===== src/rtl/i2c_pkg.sv =====
// Shared I2C definitions: target FSM states, bus level constants, byte width.
package i2c_pkg;

  localparam int unsigned BYTE_W = 8;

  localparam logic HIGH = 1'b1;
  localparam logic LOW  = 1'b0;
  localparam logic ACK  = 1'b0;
  localparam logic NACK = 1'b1;

  typedef enum logic [2:0] {
    StIdle,
    StAddr,
    StAddrAck,
    StRx,
    StRxAck,
    StTx,
    StTxAck,
    StIgnore
  } tgt_state_e;

endpackage


===== src/rtl/i2c_sync_edge.sv =====
// Two-flop synchronizer for an I2C line with a history flop for edge pulses.
// All flops reset to 1 (idle bus level).
module i2c_sync_edge (
  input  logic clk,
  input  logic rst,
  input  logic i_line,
  output logic o_level,
  output logic o_prev,
  output logic o_rise,
  output logic o_fall
);

  logic r_meta;
  logic r_sync;
  logic r_last;

  always_ff @(posedge clk or negedge rst) begin
    if (!rst) begin
      r_meta <= 1'b1;
      r_sync <= 1'b1;
      r_last <= 1'b1;
    end else begin
      r_meta <= i_line;
      r_sync <= r_meta;
      r_last <= r_sync;
    end
  end

  assign o_level = r_sync;
  assign o_prev  = r_last;
  assign o_rise  = r_sync & ~r_last;
  assign o_fall  = ~r_sync & r_last;

endmodule


===== src/rtl/i2c_target.sv =====
// I2C target responder: fixed-address match, write receive, read transmit.
// Optional clock stretching on read data is enabled by I2C_TARGET_CLK_STRETCH_EN.
module i2c_target
  import i2c_pkg::*;
#(
  parameter int unsigned           DATA_WIDTH  = BYTE_W,
  parameter int unsigned           ADDR_WIDTH  = 7,
  parameter logic [ADDR_WIDTH-1:0] DEVICE_ADDR = 7'h50
) (
  input  logic                  clk,
  input  logic                  rst,
  input  logic                  scl_i,
  input  logic                  sda_i,
  output logic                  sda_oe,
  output logic                  scl_oe,
  output logic [DATA_WIDTH-1:0] rx_data,
  output logic                  rx_valid,
  input  logic [DATA_WIDTH-1:0] tx_data,
  input  logic                  tx_valid,
  output logic                  tx_req,
  output logic                  rw,
  busy,
  output logic                  start_det,
  output logic                  stop_det
);

  localparam logic [3:0] LastBit = 4'(DATA_WIDTH);

  logic w_scl_level, w_scl_prev, w_scl_rise, w_scl_fall;
  logic w_sda_level, w_sda_prev, w_sda_rise, w_sda_fall;

  i2c_sync_edge u_scl_sync (
    .clk    (clk),
    .rst    (rst),
    .i_line (scl_i),
    .o_level(w_scl_level),
    .o_prev (w_scl_prev),
    .o_rise (w_scl_rise),
    .o_fall (w_scl_fall)
  );

  i2c_sync_edge u_sda_sync (
    .clk    (clk),
    .rst    (rst),
    .i_line (sda_i),
    .o_level(w_sda_level),
    .o_prev (w_sda_prev),
    .o_rise (w_sda_rise),
    .o_fall (w_sda_fall)
  );

  // SDA edges are classified against the SCL level from before any coincident SCL edge.
  logic w_start, w_stop;
  assign w_start = w_sda_fall & (w_scl_prev == HIGH);
  assign w_stop  = w_sda_rise & (w_scl_prev == HIGH);

  logic w_tx_ok;
`ifdef I2C_TARGET_CLK_STRETCH_EN
  assign w_tx_ok = tx_valid;
`else
  assign w_tx_ok = 1'b1;
`endif

  tgt_state_e            r_state, w_state_d;
  logic [3:0]            r_cnt, w_cnt_d;
  logic [DATA_WIDTH-1:0] r_shift, w_shift_d;
  logic [DATA_WIDTH-1:0] r_rx_data, w_rx_data_d;
  logic r_sda_oe, w_sda_oe_d, r_scl_oe, w_scl_oe_d, r_rw, w_rw_d, r_busy, w_busy_d;
  logic r_ack, w_ack_d, r_stretch, w_stretch_d;
  logic r_rx_valid, w_rx_valid_d, r_tx_req, w_tx_req_d;
  logic r_start_det, w_start_det_d, r_stop_det, w_stop_det_d;
  logic w_load_req, w_match;

  assign w_match = (r_shift[DATA_WIDTH-1 -: ADDR_WIDTH] == DEVICE_ADDR) &&
                   (r_shift[DATA_WIDTH-1 -: ADDR_WIDTH] != '0);

  always_comb begin
    w_state_d     = r_state;
    w_cnt_d       = r_cnt;
    w_shift_d     = r_shift;
    w_rx_data_d   = r_rx_data;
    w_sda_oe_d    = r_sda_oe;
    w_scl_oe_d    = 1'b0;
    w_rw_d        = r_rw;
    w_busy_d      = r_busy;
    w_ack_d       = r_ack;
    w_stretch_d   = r_stretch;
    w_rx_valid_d  = 1'b0;
    w_tx_req_d    = 1'b0;
    w_start_det_d = 1'b0;
    w_stop_det_d  = 1'b0;
    w_load_req    = 1'b0;

    if (w_stop) begin
      w_state_d    = StIdle;
      w_sda_oe_d   = 1'b0;
      w_busy_d     = 1'b0;
      w_stretch_d  = 1'b0;
      w_stop_det_d = 1'b1;
    end else if (w_start) begin
      w_state_d     = StAddr;
      w_cnt_d       = '0;
      w_sda_oe_d    = 1'b0;
      w_stretch_d   = 1'b0;
      w_start_det_d = 1'b1;
    end else begin
      unique case (r_state)
        StAddr, StRx: begin
          if (w_scl_rise) begin
            w_shift_d = {r_shift[DATA_WIDTH-2:0], w_sda_level};
            w_cnt_d   = r_cnt + 4'd1;
          end else if (w_scl_fall && r_cnt == LastBit) begin
            if (r_state == StRx) begin
              w_rx_data_d  = r_shift;
              w_rx_valid_d = 1'b1;
              w_sda_oe_d   = 1'b1;
              w_state_d    = StRxAck;
            end else if (w_match) begin
              w_sda_oe_d = 1'b1;
              w_rw_d     = r_shift[0];
              w_busy_d   = 1'b1;
              w_state_d  = StAddrAck;
            end else begin
              w_busy_d  = 1'b0;
              w_state_d = StIgnore;
            end
          end
        end
        StAddrAck: begin
          if (r_rw) begin
            w_load_req = w_scl_fall | r_stretch;
          end else if (w_scl_fall) begin
            w_sda_oe_d = 1'b0;
            w_cnt_d    = '0;
            w_state_d  = StRx;
          end
        end
        StRxAck: begin
          if (w_scl_fall) begin
            w_sda_oe_d = 1'b0;
            w_cnt_d    = '0;
            w_state_d  = StRx;
          end
        end
        StTx: begin
          if (w_scl_rise) begin
            w_cnt_d = r_cnt + 4'd1;
          end else if (w_scl_fall) begin
            if (r_cnt == LastBit) begin
              w_sda_oe_d = 1'b0;
              w_state_d  = StTxAck;
            end else begin
              w_sda_oe_d = (r_shift[DATA_WIDTH-2] == LOW);
              w_shift_d  = r_shift << 1;
            end
          end
        end
        StTxAck: begin
          if (w_scl_rise) begin
            w_ack_d = w_sda_level;
          end else if (w_scl_fall || r_stretch) begin
            if (r_ack == NACK) w_state_d = StIgnore;
            else               w_load_req = 1'b1;
          end
        end
        default: ;
      endcase

      // Byte hand-off; without tx_valid the bus is held low until data arrives.
      if (w_load_req) begin
        if (w_tx_ok) begin
          w_shift_d   = tx_data;
          w_tx_req_d  = 1'b1;
          w_sda_oe_d  = (tx_data[DATA_WIDTH-1] == LOW);
          w_cnt_d     = '0;
          w_state_d   = StTx;
          w_stretch_d = 1'b0;
          w_scl_oe_d  = r_stretch;
        end else begin
          w_stretch_d = 1'b1;
          w_scl_oe_d  = 1'b1;
        end
      end
    end
  end

  always_ff @(posedge clk or negedge rst) begin
    if (!rst) begin
      r_state     <= StIdle;
      r_cnt       <= '0;
      r_shift     <= '0;
      r_rx_data   <= '0;
      r_sda_oe    <= 1'b0;
      r_scl_oe    <= 1'b0;
      r_rw        <= 1'b0;
      r_busy      <= 1'b0;
      r_ack       <= NACK;
      r_stretch   <= 1'b0;
      r_rx_valid  <= 1'b0;
      r_tx_req    <= 1'b0;
      r_start_det <= 1'b0;
      r_stop_det  <= 1'b0;
    end else begin
      r_state     <= w_state_d;
      r_cnt       <= w_cnt_d;
      r_shift     <= w_shift_d;
      r_rx_data   <= w_rx_data_d;
      r_sda_oe    <= w_sda_oe_d;
      r_scl_oe    <= w_scl_oe_d;
      r_rw        <= w_rw_d;
      r_busy      <= w_busy_d;
      r_ack       <= w_ack_d;
      r_stretch   <= w_stretch_d;
      r_rx_valid  <= w_rx_valid_d;
      r_tx_req    <= w_tx_req_d;
      r_start_det <= w_start_det_d;
      r_stop_det  <= w_stop_det_d;
    end
  end

`ifdef I2C_TARGET_CLK_STRETCH_EN
  assign scl_oe = r_scl_oe;
`else
  assign scl_oe = 1'b0;
`endif

  logic w_unused;
  assign w_unused = ^{w_scl_level, w_sda_prev, tx_valid, r_scl_oe};

  assign sda_oe    = r_sda_oe;
  assign rx_data   = r_rx_data;
  assign rx_valid  = r_rx_valid;
  assign tx_req    = r_tx_req;
  assign rw        = r_rw;
  assign busy      = r_busy;
  assign start_det = r_start_det;
  assign stop_det  = r_stop_det;

endmodule

===== config.mk =====
export PLATFORM = sky130hd
export DESIGN_NAME = i2c_target
export DESIGN_NICKNAME = d
export VERILOG_FILES = /design/src/rtl/i2c_pkg.sv /design/src/rtl/i2c_sync_edge.sv /design/src/rtl/i2c_target.sv
export SDC_FILE = /design/constraint.sdc
export NUM_CORES = 1
export LEC_CHECK = 0
export CORE_MARGIN = 4
export CORE_UTILIZATION = 53
export DETAILED_ROUTE_END_ITERATION = 6
export GPL_TIMING_DRIVEN = 1
export PLACE_DENSITY = 0.8
export SYNTH_ARGS = -nofsm -noshare
export SYNTH_HDL_FRONTEND = slang
export SYNTH_SLANG_ARGS = --single-unit
export TNS_END_PERCENT = 20

===== constraint.sdc =====
create_clock -name clk -period 2.1 [get_ports clk]
set_input_delay 0.21 -clock clk [delete_from_list [all_inputs] [get_ports clk]]
set_output_delay 0.21 -clock clk [all_outputs]
set_load 0.01 [all_outputs]

==> impl_metrics.json, run 1 <==
{
  "status": "complete, no violations",
  "ant_nets": 0,
  "post_drt_wl_per_cell_um": 15.25,
  "viasPerCell": 5.664,
  "synth_flop_cell": "dfrtp_1",
  "powerDensity_mw_per_mm2": 1030,
  "final_cell_mix": "dfrtp_1, nand2_1, clkdlybuf4s50_1, mux2_2",
  "die_h_um": 67.94,
  "synthCells": 178,
  "reg2reg_slack_ns": 0.16,
  "peakVddDrop_mv": 0.6139,
  "grtUsageTotal_pct": 20.63,
  "synth_area_leaders": "dfrtp_1, dfstp_2, mux2_2",
  "htreeDepth": 2,
  "crit_chain": "and2b_1 -> o211a_1 -> a211oi_2 -> a21oi_1 -> mux2i_1",
  "die_w_um": 67.94,
  "synth_largest_area_cell": "dfrtp_1",
  "cts.sinks": 37,
  "crit_slowest_cell": "dfstp_2",
  "yosysTopAreaCellShare_pct": 39.42,
  "pre_cts_slack_ns": 0.2033,
  "end_kind": "flip-flop",
  "dpl.cell_count": 254,
  "setup_viol": 0,
  "std_cell_rows": 21,
  "cts_buffer_depth": 2,
  "r2r_end": "r_cnt[0]$_DFFE_PN0P_",
  "tns_ns": 0,
  "synthArstFlopShare_pct": 100.0,
  "cts_buffers": 5,
  "gp_congestion": 0.8872,
  "skew_ns": 0.01281,
  "min_period_over_period_pct": 92.20,
  "layout_commonest_cell": "dfrtp_1",
  "multiInputGateArea_um2": 894.6,
  "port_buffers": 26,
  "seqCellArea_um2": 935.9,
  "worstRegToRegCells": 5,
  "cpPeakStageDelay_ns": 0.54,
  "grt_overflow": 0,
  "ys_warn_count": 0,
  "ys_ff_latch": 37,
  "final_core_util_pct": 68.02,
  "dieArea_mm2": 0.004616,
  "maxCapViolations": 0,
  "crit_arrival_ns": 2.21,
  "drtIter0Drc": 92,
  "yosysSeqAreaShare_pct": 49.08,
  "critPathLaunchType": "flip-flop",
  "ys_types": 43,
  "synth_area_per_cell_um2": 10.70,
  "num-fill-cells": 283,
  "cts_tree": "built",
  "timing.fmax_mhz": 516.5,
  "clk_pin_slew_ns": 0.12,
  "finalNetCount": 230,
  "rsz0062_at_grt": "false",
  "cts_resized": 0,
  "ctsHoldBuffers": 0,
  "r2r_start": "u_scl_sync.o_prev$_DFF_PN1_",
  "fin_crit_ns": 1.936,
  "core_mm2": 0.003416,
  "synthToLayoutAreaGrowth_pct": 22.01,
  "drc": 0,
  "fin_cells": 262,
  "synth_edf_count": 0,
  "num_vias": 1484,
  "grt_max_degree": 38,
  "hold_path.class": "input port to async pin",
  "routed_wl_mm": 3.996,
  "path_class": "flip-flop to flip-flop",
  "worst_slack_ns": 0.1639,
  "postCtsSetupBuffers": 0,
  "dp_hpwl_mm": 2.971,
  "syn-num-nets": 193,
  "cts_root_buf": "clkbuf_4",
  "drt_first_pass_iters": 4,
  "clk_latency_ns": 0.35,
  "grt_pass1_vias": 1479,
  "leakagePower_nw": 1.029,
  "syn_area_mm2": 0.001904,
  "grt_pass1_wl_mm": 6.920,
  "p_total_mw": 2.393,
  "slew_viol_final": 0,
  "ios": 29,
  "hold_viol_final": 0,
  "antennaDiodeCount": 0,
  "drive_gt1_share_pct": 20.83,
  "crit_fanout": 7,
  "antenna_found_initial": 0,
  "required_ns": 2.37,
  "initial_core_util_pct": 55.75
}
-- cells in the mapped netlist, types with 2 or more instances --
library cell / count
o311ai_0: 2
inv_1: 10
nand2b_1: 6
nor2b_1: 5
a21oi_1: 6
a211oi_1: 2
ha_1: 2
o21ai_0: 8
mux2_2: 11
a31oi_1: 2
dfrtp_1: 30
o211ai_4: 2
and2_1: 2
nor3_1: 3
nand3b_1: 2
o21a_1: 2
mux2_1: 5
nand2_1: 28
and2b_1: 2
o31ai_1: 3
buf_2: 3
nand3_1: 4
mux2i_1: 6
dfstp_2: 7
nand4_1: 4
buf_4: 3
nor2_1: 2
-- registers in the layout (all words and copies together), names as in the netlist, 3 cells and up --
register	flops
r_cnt	4
r_shift	8
r_state	3
rx_data	8
-- how the worst max path moves through the flow --
stage               slack (ns)                endpoint  cells past startpoint                    startpoint
floorplan                 0.35  r_shift[3]$_DFFE_PN0P_                      6  u_scl_sync.o_level$_DFF_PN1_
detailed placement        0.20  rx_data[2]$_DFFE_PN0P_                      6          r_cnt[0]$_DFFE_PN0P_
global placement          0.27  r_shift[5]$_DFFE_PN0P_                      7          r_cnt[0]$_DFFE_PN0P_
CTS                       0.14    r_cnt[0]$_DFFE_PN0P_                      5        r_state[2]$_DFFE_PN0P_
finish                    0.16    r_cnt[0]$_DFFE_PN0P_                      5   u_scl_sync.o_prev$_DFF_PN1_
global route              0.04    r_cnt[1]$_DFFE_PN0P_                      5   u_scl_sync.o_prev$_DFF_PN1_
-- power breakdown --
group | switching [mW] | total [mW] | internal [mW] | leakage [nW]
Sequential | 0.163 | 1.05 | 0.884 | 0.462
Combinational | 0.505 | 0.948 | 0.442 | 0.536
Clock | 0.235 | 0.398 | 0.164 | 0.0315
Total | 0.903 | 2.39 | 1.49 | 1.03
-- metal layers --
metal	vias up	part of all wire, %	GRT usage, %
met4	0	1.7	9.181
met5	-	0	0
met3	10	6.5	6.897
met2	40	48	31.77
met1	729	43	26.32
li1	705	-	-
-- cell type report --
cell class                 count  share of cell area (%)
sequential                    37                   40.28
multi-input combinational    125                   38.50
timing repair buffer          36                   14.43
tap                           46                   2.477
clock buffer                   7                   2.369
inverter                      10                   1.616
clock inverter                 1                  0.3231
-- critical path: cells and delay by family, from the launching register on --
kind             cells  cell delay [ns]
AO/OA/AOI/OAI        3             0.79
AND/OR/NAND/NOR      1             0.31
multiplexers         1             0.22
flip-flops           1             0.54
-- through the flow --
stage / hold slack, ns / instance area, µm²
finish: 0.2566 / 2323
global route: 0.2305 / 2323
CTS: 0.2421 / 2322
detailed placement: 0.3476 / 2260
global placement: 0.3458 / 2260
floorplan: -0.08559 / 1904
-- kinds of logic (layout without fill, tap and decap cells) --
family / count (synthesis) / after routing / share of synthesized area [%]
AOI/OAI and AO/OA: 37 / 37 / 15.51
adders and majority gates: 2 / 2 / 1.314
buffers and inverters: 16 / 54 / 3.942
DFF: 37 / 37 / 49.08
muxes: 22 / 22 / 12.61
other: 1 / 1 / 0.1969
and+or+nand+nor: 63 / 63 / 17.35
Note: power is estimated with default switching activity, not from simulation.
==> inputs of run 2 (changes only) <==
--- a/config.mk
+++ b/config.mk
@@ -10,6 +10,7 @@
 export DETAILED_ROUTE_END_ITERATION = 6
 export GPL_TIMING_DRIVEN = 1
 export PLACE_DENSITY = 0.8
+export SKIP_CTS_REPAIR_TIMING = 1
 export SYNTH_ARGS = -nofsm -noshare
 export SYNTH_HDL_FRONTEND = slang
 export SYNTH_SLANG_ARGS = --single-unit
==> results of run 2 <==
No change in the layout: final DEF, timing and power equal those of run 1.
==> inputs of run 3 (changes only) <==
--- a/config.mk
+++ b/config.mk
@@ -10,7 +10,6 @@
 export DETAILED_ROUTE_END_ITERATION = 6
 export GPL_TIMING_DRIVEN = 1
 export PLACE_DENSITY = 0.8
-export SKIP_CTS_REPAIR_TIMING = 1
 export SYNTH_ARGS = -nofsm -noshare
 export SYNTH_HDL_FRONTEND = slang
 export SYNTH_SLANG_ARGS = --single-unit
==> results of run 3 <==
No change in the layout: final DEF, timing and power equal those of run 1.
==> RTL edit: new RTL, flow settings as in run 3 <==
The 8 states of `tgt_state_e` get a one-hot encoding in 8 bits.
--- a/src/rtl/i2c_pkg.sv
+++ b/src/rtl/i2c_pkg.sv
@@ -8,15 +8,15 @@
   localparam logic ACK  = 1'b0;
   localparam logic NACK = 1'b1;
 
-  typedef enum logic [2:0] {
-    StIdle,
-    StAddr,
-    StAddrAck,
-    StRx,
-    StRxAck,
-    StTx,
-    StTxAck,
-    StIgnore
+  typedef enum logic [7:0] {
+    StIdle    = 8'b00000001,
+    StAddr    = 8'b00000010,
+    StAddrAck = 8'b00000100,
+    StRx      = 8'b00001000,
+    StRxAck   = 8'b00010000,
+    StTx      = 8'b00100000,
+    StTxAck   = 8'b01000000,
+    StIgnore  = 8'b10000000
   } tgt_state_e;
 
 endpackage
Behaviour: same outputs for any inputs over 10 cycles, from zero or initial values and one cycle with rst low; not proved beyond that.
==> RTL edit against run 3 <==
The flow now finishes with violations (setup timing). Critical path type unchanged. Total power rose by 1.0%. Clock power increased by 26%. Critical endpoint is now r_shift[2]. Sequential cell count rose by 5. Count of clock-buffer cells in the layout is 1 lower. Synthesized area grew 10%. Largest power group unchanged. Hold slack got worse by 0.20 ns. Utilization up 7.0 points. Cell area is 21% higher. Worst setup slack got worse by 0.56 ns. Routed wire length grew 28%.
==> RTL edit: results (changes against run 3) <==
status: "finished, violations left"  # was finished clean
violations: "setup timing"
p_leak_uw: 0.00128  # was 0.00103 uW
clkLatencyLatePin_ns: 0.29  # was 0.35 ns
first_global_vias: 1786  # was 1479
max_stage_delay_ns: 0.57  # was 0.54 ns
skew_ns: 0.00591  # was 0.0128 ns
drt_wl_total_um: 5120  # was 4000 um
comb_power_uw: 837  # was 948 uW
clk_pin_slew_ns: 0.08  # was 0.12 ns
final_area_um2: 2810  # was 2320 um2
cp_slowest_cell: "or4_4"  # was dfstp_2
place_area_um2: 2700  # was 2260 um2
grt_usage_pct: 21.9  # was 20.6%
nFillCells: 263  # was 283
yosys-top-cells-area: "dfrtp_1, mux2_2, dfstp_2"  # was dfrtp_1, dfstp_2, mux2_2
crit_family: "simple AND/OR/NAND/NOR gates"  # was compound AO/OA/AOI/OAI gates
grt_max_degree: 43  # was 38
finalSetupViolations: 23  # was 0
grt_pass1_wl_um: 8690  # was 6920 um
setup_ws_ns: -0.399  # was 0.164 ns
viasPerCell: 5.68  # was 5.66
ir_worst_vdd_v: 0.000732  # was 0.000614 V
synthesis.nets: 203  # was 193
first_iter_violations: 121  # was 92
ys_top_cells_by_count: "dfrtp_1, mux2_2, nor2_1, nand2_1"  # was dfrtp_1, nand2_1, mux2_2, inv_1, o21ai_0
arrival_ns: 2.68  # was 2.21 ns
yosysSeqAreaShare_pct: 50.4  # was 49.1%
synth_fa_ha_area_share_pct: 1.19  # was 1.31%
yosysUniqueCellTypes: 49  # was 43
cts-root-buf: "clkbuf_8"  # was clkbuf_4
ctsResizeCount: 6  # was 0
diodes: 0  # unchanged
dp_hpwl_um: 3780  # was 2970 um
path_max_fanout: 8  # was 7
RTL edit: cell types whose count changed after synthesis, moves of 4 or more:
cell	delta
clkbuf_1	+5
dfrtp_1	+4
inv_1	-4
mux2_2	+16
mux2i_1	-6
nand2_1	-17
nand2b_1	-4
nand3_1	+4
nor2_1	+10
RTL edit: logic make-up after synthesis:
logic type	Yosys count
AND/OR/NAND/NOR	64
multiplexers	29
AO/OA/AOI/OAI	31
other	1
XOR/XNOR	4
flip-flops	42
buffers and inverters	15
adder cells (fa/ha/maj)	2
RTL edit: per-stage QoR:
step,setup slack [ns],total power (uW),hold slack [ns],setup TNS [ns],std cells
final,-0.399,2420,0.0533,-6.52,301
after detailed placement,-0.379,1910,0.348,-7.28,293
after floorplan,-0.428,1570,-0.0856,-8.78,188
after global placement,-0.326,1860,0.346,-6.28,293
after CTS,-0.385,2410,0.0787,-6.29,301
after global routing,-0.466,2560,0.124,-8.50,301
RTL edit: worst paths after layout:
check	from	to	cells past startpoint
max in group asynchronous	rst	rw	1
setup reg to reg	r_state[5]	r_shift[2]	6
hold / removal	rst	r_state[6]	1
setup / recovery	r_state[5]	r_shift[2]	6
min in group clk	sda_i	u_sda_sync.r_meta	1
hold reg to reg	u_sda_sync.r_meta	u_sda_sync.o_level	0
RTL edit: cell type report:
| type | instances | area share, % |
|---|---|---|
| Tap cell | 48 | 2.14 |
| Timing Repair Buffer | 66 | 19.9 |
| Clock inverter | 2 | 0.356 |
| Clock buffer | 6 | 2.58 |
| Sequential cell | 42 | 37.8 |
| Multi-Input combinational cell | 131 | 36.5 |
| Inverter | 6 | 0.801 |
RTL edit: metal layers:
metal,vias to the layer above,track usage (%),wire length [um]
li1,808,-,-
met1,851,27.2,2200
met2,45,38.2,2680
met3,6,4.69,191
met4,0,6.26,49
met5,-,0,0
